**src/rtl/cnn_param_loader.sv**
```systemverilog
// Parameter loader: packs a 9-byte handshake stream into 72-bit SRAM words,
// writes them at consecutive addresses, then launches inference on request.
module cnn_param_loader #(
    parameter int NUM_WORDS = 64,
    parameter int BASE_ADDR = 0,
    parameter int ADDR_W    = 10
) (
    input  logic              clk,
    input  logic              rst_n,
    input  logic              load_start,
    input  logic              byte_valid_i,
    input  logic [7:0]        byte_i,
    output logic              byte_ready_o,
    input  logic              run_i,
    output logic              write_en,
    output logic [71:0]       data_w,
    output logic [ADDR_W-1:0] addr_w,
    output logic              sta,
    output logic              busy,
    output logic              done,
    output logic              err
);

    localparam int WCW = (NUM_WORDS > 1) ? $clog2(NUM_WORDS) : 1;

    typedef enum logic [1:0] {IDLE, LOAD, WRITE, DONE} state_t;

    state_t         state, state_nxt;
    logic [3:0]     byte_cnt, byte_cnt_nxt;
    logic [WCW-1:0] word_cnt, word_cnt_nxt;
    logic [71:0]    data_nxt;
    logic           err_nxt;
    logic           sta_nxt;
    logic           accept;

    assign accept = byte_valid_i && byte_ready_o;

    always_comb begin
        state_nxt    = state;
        byte_cnt_nxt = byte_cnt;
        word_cnt_nxt = word_cnt;
        data_nxt     = data_w;
        err_nxt      = err;
        sta_nxt      = 1'b0;
        case (state)
            IDLE: begin
                if (load_start) begin
                    state_nxt    = LOAD;
                    byte_cnt_nxt = '0;
                    word_cnt_nxt = '0;
                    err_nxt      = 1'b0;
                end
            end
            LOAD: begin
                // A restart wins over a byte accepted in the same cycle; that byte is dropped.
                if (load_start) begin
                    byte_cnt_nxt = '0;
                    word_cnt_nxt = '0;
                    err_nxt      = 1'b1;
                end else if (accept) begin
                    data_nxt[8*byte_cnt +: 8] = byte_i;
                    if (byte_cnt == 4'd8) begin
                        state_nxt = WRITE;
                    end else begin
                        byte_cnt_nxt = byte_cnt + 4'd1;
                    end
                end
            end
            WRITE: begin
                if (load_start) begin
                    state_nxt    = LOAD;
                    byte_cnt_nxt = '0;
                    word_cnt_nxt = '0;
                    err_nxt      = 1'b1;
                end else if (word_cnt == WCW'(NUM_WORDS - 1)) begin
                    state_nxt = DONE;
                end else begin
                    state_nxt    = LOAD;
                    byte_cnt_nxt = '0;
                    word_cnt_nxt = word_cnt + 1'b1;
                end
            end
            DONE: begin
                if (load_start) begin
                    state_nxt    = LOAD;
                    byte_cnt_nxt = '0;
                    word_cnt_nxt = '0;
                    err_nxt      = 1'b0;
                end else if (run_i) begin
                    sta_nxt = 1'b1;
                end
            end
            default: state_nxt = IDLE;
        endcase
    end

    // Outputs are flopped from the next-state decode so they line up with the state they describe.
    always_ff @(posedge clk or negedge rst_n) begin
        if (!rst_n) begin
            state        <= IDLE;
            byte_cnt     <= '0;
            word_cnt     <= '0;
            data_w       <= '0;
            addr_w       <= ADDR_W'(BASE_ADDR);
            byte_ready_o <= 1'b0;
            write_en     <= 1'b0;
            sta          <= 1'b0;
            busy         <= 1'b0;
            done         <= 1'b0;
            err          <= 1'b0;
        end else begin
            state        <= state_nxt;
            byte_cnt     <= byte_cnt_nxt;
            word_cnt     <= word_cnt_nxt;
            data_w       <= data_nxt;
            addr_w       <= ADDR_W'(BASE_ADDR) + ADDR_W'(word_cnt_nxt);
            byte_ready_o <= (state_nxt == LOAD);
            write_en     <= (state_nxt == WRITE);
            sta          <= sta_nxt;
            busy         <= (state_nxt == LOAD) || (state_nxt == WRITE);
            done         <= (state_nxt == DONE);
            err          <= err_nxt;
        end
    end

endmodule

```
**config.mk**
```make
export PLATFORM = sky130hd
export DESIGN_NAME = cnn_param_loader
export DESIGN_NICKNAME = d
export VERILOG_FILES = /design/src/rtl/cnn_param_loader.sv
export SDC_FILE = /design/constraint.sdc
export NUM_CORES = 1
export LEC_CHECK = 0
export CORE_MARGIN = 2
export CORE_UTILIZATION = 49
export CTS_CLUSTER_DIAMETER = 80
export DETAILED_ROUTE_END_ITERATION = 6
export MAX_ROUTING_LAYER = met4
export PLACE_DENSITY = 0.81
export SYNTH_ARGS = -nofsm -noshare
export SYNTH_HDL_FRONTEND = slang
export SYNTH_SLANG_ARGS = --single-unit
export TNS_END_PERCENT = 50
```
**constraint.sdc**
```tcl
create_clock -name clk -period 3 [get_ports clk]
set_clock_uncertainty 0.05 [all_clocks]
set_input_delay 0.9 -clock clk [delete_from_list [all_inputs] [get_ports clk]]
set_output_delay 0.9 -clock clk [all_outputs]
set_load 0.02 [all_outputs]
```
# Word-level counts from Yosys, hierarchy flattened
# Cells that the tools add are included.
# op_classes
add_sub_neg	3
multipliers	0
n_div	0
order_cmp	0
n_eq_ne	14
shift	2
muxes	25
n_bitwise	1
reduce_logical	10
# op_table
op	count
bitwise mux 72 bit	1
variable shift 8 x 34 -> 72 bit, first input constant	1
variable part select 8 x 34 -> 72 bit	1
negator 7 -> 34 bit	1
2-to-1 mux 4 bit	6
2-to-1 mux 6 bit	3
2-to-1 mux 2 bit	6
one-hot mux 4 bit (3 select lines)	1
one-hot mux 6 bit (2 select lines)	1
!= test 3 bit, second input constant	3
equality test 2 bit, second input constant	4
adder 6 x 1 -> 6 bit, second input constant	1
equality test 6 bit, second input constant	1
!= test 2 x 1 -> 1 bit, second input constant	3
one-hot mux 2 bit (3 select lines)	1
2-to-1 mux 1 bit	5
adder 4 x 1 -> 4 bit, second input constant	1
equality test 2 x 1 -> 1 bit, second input constant	2
equality test 4 bit, second input constant	1
AND reduction 2 bit	2
AND reduction 4 bit	1
OR reduction 2 bit	2
AND reduction 3 bit	1
OR reduction 3 bit	1
other kinds (5)	5
# totals
regBits	90
latchBits	0
mem_bits_rw	0
mem_bits_ro	0
input_bits	13
output_inout_bits	88
wordCells	65
memories	0

# Logic depth before layout (Yosys ltp)
# logic_depth
ltp_word	7
depth_mapped	9
ltp_nobuf	8

# Worst setup path before layout
# Ideal clock, no wire load.
# synth_path
path_type	reg-to-reg
startpoint	register byte_cnt[0]
endpoint	register data_w[10]
setup_ns	0.125
arrival_ns	2.119
required_time_ns	2.825
slack_ns	0.706
path_stages_with_launch	7
path_buffers	1
period_less_slack_ns	2.294
cell_sequence	dfrtp_1 clkbuf_1 inv_1 ha_1 and2b_2 nor4b_4 mux2_2
# synth_via
elab_chain_cells	3
word_cells_on_any_way	4
cone_classes	add/sub (1); shift (2); mux (1)
# synth_lines
item	line_no	text
start, declared	29	logic [3:0] byte_cnt, byte_cnt_nxt;
start signal, assigned	113	byte_cnt <= byte_cnt_nxt;
negator 7 -> 34 bit *	61	data_nxt[8*byte_cnt +: 8] = byte_i;
variable part select 8 x 34 -> 72 bit or variable shift 8 x 34 -> 72 bit (tied branches)	61	
bitwise mux 72 bit *	61	
end signal, assigned	115	data_w <= data_nxt;
end, declared	16	output logic [71:0] data_w,
# Mark *: on every way between the ends. The rest lies on a longest branch, timed or not.
# A chain may end at the register's enable or synchronous reset.

# Worst setup path in the final report
# layout_path
startpoint	input load_start
endpoint	register data_w[38]
# layout_via
elab_chain_cells	2
# layout_lines
item	line_no	text
start, declared	10	input logic load_start,
inverter 1 bit (no source line)	n/a	
AND reduction 3 bit (no source line)	n/a	
# No other way between the ends.

==> flow_summary.json <==
{
  "area_growth_pct": 30.90,
  "postSynthRegisterBits": 90,
  "hold_viol": 0,
  "ir_worst_vdd_v": 0.0002508,
  "r2r_end": "data_w[22]",
  "routabilityCongestion": 0.8531,
  "share_seq_of_total_power_pct": 47.1,
  "dr.pass1.iters": 4,
  "top_layer_used": "met4",
  "grt_pass1_vias": 2810,
  "register_area_um2": 2252,
  "cts_inserted_buffers": 9,
  "internal_power_mw": 2.018,
  "timing.slew.headroom_pct": 58.34,
  "core_um2": 8134,
  "most_common_cell_after_layout_fill_and_taps_aside": "sky130_fd_sc_hd__clkdlybuf4s50_1",
  "fin_tns_setup_ns": 0,
  "cts_root_buf": "sky130_fd_sc_hd__clkbuf_8",
  "worstMarginPinSlew_ns": 0.6225,
  "layout_common_cells": "sky130_fd_sc_hd__clkdlybuf4s50_1 (95), sky130_fd_sc_hd__dfrtp_1 (90), sky130_fd_sc_hd__mux2_2 (57)",
  "pin_count": 101,
  "routed-via-count": 2901,
  "synth_cell_types": 46,
  "power.share.switching_pct": 31.13,
  "route.detailed.drc": 0,
  "synth_top_cell_area_share_pct": 55.28,
  "h-tree-depth": 3,
  "clk_latency_ns": 0.35,
  "met2WireLength_mm": 4.375,
  "initial_antenna_violation_count": 0,
  "pwr-share-comb_pct": 23.7,
  "cts_hold_repair.buffers": 0,
  "cts_num_sinks": 90,
  "number_of_setup_buffers_added_after_cts": 0,
  "floorplan.rows": 33,
  "max_freq_mhz": 383.5,
  "synth.area.top_cells": "sky130_fd_sc_hd__dfrtp_1 (55%), sky130_fd_sc_hd__mux2_2 (16%), sky130_fd_sc_hd__ha_1 (3.1%)",
  "start_kind": "primary input",
  "via_per_inst": 5.352,
  "max_cap_viol": 0,
  "synth-seq-area-share_pct": 55.28,
  "routedLengthMet1_mm": 4.142,
  "drt-initial-drc-count": 136,
  "placedInstanceArea_um2": 5121,
  "result_of_the_run": "finished clean",
  "ys.warnings.count": 0,
  "synth_area_um2": 4074,
  "cp.arrival_ns": 2.80,
  "portBuffers": 96,
  "power_leakage_nw": 2.487,
  "postSynthCellCount": 335,
  "worst-setup-path-type": "primary input to flip-flop",
  "cp.required_ns": 3.19,
  "setup_violations": 0,
  "hold_path.class": "primary input to asynchronous set/reset pin",
  "start_util_pct": 50.08,
  "cts_tree": "yes",
  "synth_async_sr_flop_share_pct": 100.0,
  "slew_viol_final": 0,
  "power.switching_mw": 0.9122,
  "route.detailed.wl_per_inst_um": 16.63,
  "worst_setup_hold_path_clk_slew_ns": 0.09,
  "cell_taking_the_most_area_after_synthesis": "sky130_fd_sc_hd__dfrtp_1",
  "postSynthAreaPerCell_um2": 12.16,
  "dp_hpwl_mm": 6.617,
  "worst-r2r-setup-slack_ns": 0.40,
  "finalCritPeriodShare_pct": 86.93,
  "dieWidth_um": 95.18,
  "layout.nets": 455,
  "dieArea_um2": 9059,
  "power.density_nw_per_um2": 549.4,
  "rsz0062_at_grt": "no",
  "yosys_most_used_dff": "sky130_fd_sc_hd__dfrtp_1",
  "remaining_global_route_overflow": 0,
  "gr-usage-all-layers_pct": 21.32,
  "clock_path_buffers": 2,
  "grt_pass1_wl_mm": 14.25,
  "insertedDiodeCount": 0,
  "final_antenna_net_count": 0,
  "cts.repair.resized": 0,
  "wirelength_mm": 9.013,
  "count_of_flip_flops_with_a_built_in_enable_after_synthesis": 0,
  "worst_r2r_startpoint": "byte_cnt[0]",
  "postLayoutCellArea_um2": 5333,
  "worst_r2r_path_depth": 5,
  "multi_input_area_um2": 1665,
  "layout.filler_cells": 630,
  "period_needed_ns": 2.608,
  "die_height_um": 95.18,
  "layout-drive-gt1-share_pct": 20.82,
  "grt_max_degree": 57,
  "critical_path_fanouts_max": 8,
  "wl_met3_um": 346,
  "worst_setup_path_end_kind": "flip-flop",
  "clock_power_share_pct": 29.2
}
==> worst max-delay path: stages <==
cell                              delay, ns
sky130_fd_sc_hd__clkdlybuf4s50_1       0.47
sky130_fd_sc_hd__nand4b_1              0.32
sky130_fd_sc_hd__nor3_2                0.40
sky130_fd_sc_hd__nand3_2               0.33
sky130_fd_sc_hd__mux2_2                0.36
==> metal layers <==
layer  vias to the layer above  track usage, %
met5                         -               -
met4                         0           9.058
met3                        10           2.609
met2                        81           32.86
met1                      1459           28.71
li1                       1351               -
==> cell type report <==
cell class / count / share of cell area (%)
clock buffers: 11 / 2.839
inverters: 19 / 1.337
flip-flops and latches: 90 / 42.23
clock inverters: 5 / 1.126
multi-input cells: 212 / 31.23
repair buffers: 100 / 18.77
well taps: 105 / 2.464
==> logic make-up (layout without fill, tap and decap cells) <==
kind of cell / count (synthesis) / after routing / synth area share (%)
other: 1 / 4 / 0.09205
AND/OR/NAND/NOR: 97 / 97 / 13.94
buffers and inverters: 36 / 135 / 4.115
adder cells (fa/ha/maj): 10 / 10 / 3.071
flip-flops: 90 / 90 / 55.28
AO/OA/AOI/OAI: 36 / 36 / 5.897
multiplexers: 61 / 61 / 16.74
XOR/XNOR: 4 / 4 / 0.8601
==> worst max path at each step <==
stage	from	to
2_1_floorplan	byte_cnt[0]	data_w[10]
6_report	load_start	data_w[38]
3_5_place_dp	load_start	data_w[38]
4_1_cts	byte_cnt[0]	data_w[22]
3_3_place_gp	load_start	data_w[39]
5_1_grt	byte_cnt[0]	data_w[22]
==> power by group through the flow <==
stage	Sequential [mW]	Clock (mW)	Combinational, mW
4_1_cts	1.38	0.878	0.697
2_1_floorplan	1.47	0	0.331
3_3_place_gp	1.40	0	0.670
3_5_place_dp	1.40	0	0.692
6_report	1.38	0.856	0.695
5_1_grt	1.39	0.928	0.760
==> synthesized netlist by cell type, types with 2 or more instances <==
cell type	n
sky130_fd_sc_hd__dfrtp_1	90
sky130_fd_sc_hd__mux2_2	57
sky130_fd_sc_hd__inv_1	19
sky130_fd_sc_hd__nand2_1	19
sky130_fd_sc_hd__o21ai_0	19
sky130_fd_sc_hd__and2_1	17
sky130_fd_sc_hd__nand3_1	16
sky130_fd_sc_hd__ha_1	10
sky130_fd_sc_hd__nor2_1	9
sky130_fd_sc_hd__nor3_1	7
sky130_fd_sc_hd__clkbuf_1	6
sky130_fd_sc_hd__a21oi_1	5
sky130_fd_sc_hd__buf_4	5
sky130_fd_sc_hd__and3_1	4
sky130_fd_sc_hd__buf_2	4
sky130_fd_sc_hd__mux2i_1	4
sky130_fd_sc_hd__nand3_2	3
sky130_fd_sc_hd__nand4_1	3
sky130_fd_sc_hd__nor2b_1	3
sky130_fd_sc_hd__o21a_1	3
sky130_fd_sc_hd__xor2_1	3
sky130_fd_sc_hd__and4b_1	2
sky130_fd_sc_hd__nand4b_1	2
sky130_fd_sc_hd__o22ai_1	2
sky130_fd_sc_hd__or2_2	2
==> stage by stage <==
stage	cells	util (%)	hold WS, ns	setup WS, ns	power (mW)
floorplan	338	-	0.5069	0.7059	1.802
global placement	526	62.96	0.4122	0.1372	2.070
detailed placement	526	62.96	0.4265	0.02895	2.094
CTS	542	65.56	0.4478	0.3940	2.954
global route	542	65.56	0.4672	0.2531	3.079
finish	542	65.56	0.4410	0.3922	2.930
==> sequential cells by signal, summed over array words and instances, names as in the netlist <==
register / cells
state: 2
busy: 1
done: 1
err: 1
byte_ready_o: 1
byte_cnt: 4
sta: 1
addr_w: 6
data_w: 72
write_en: 1
No activity file was read; power rests on OpenSTA's default activity.
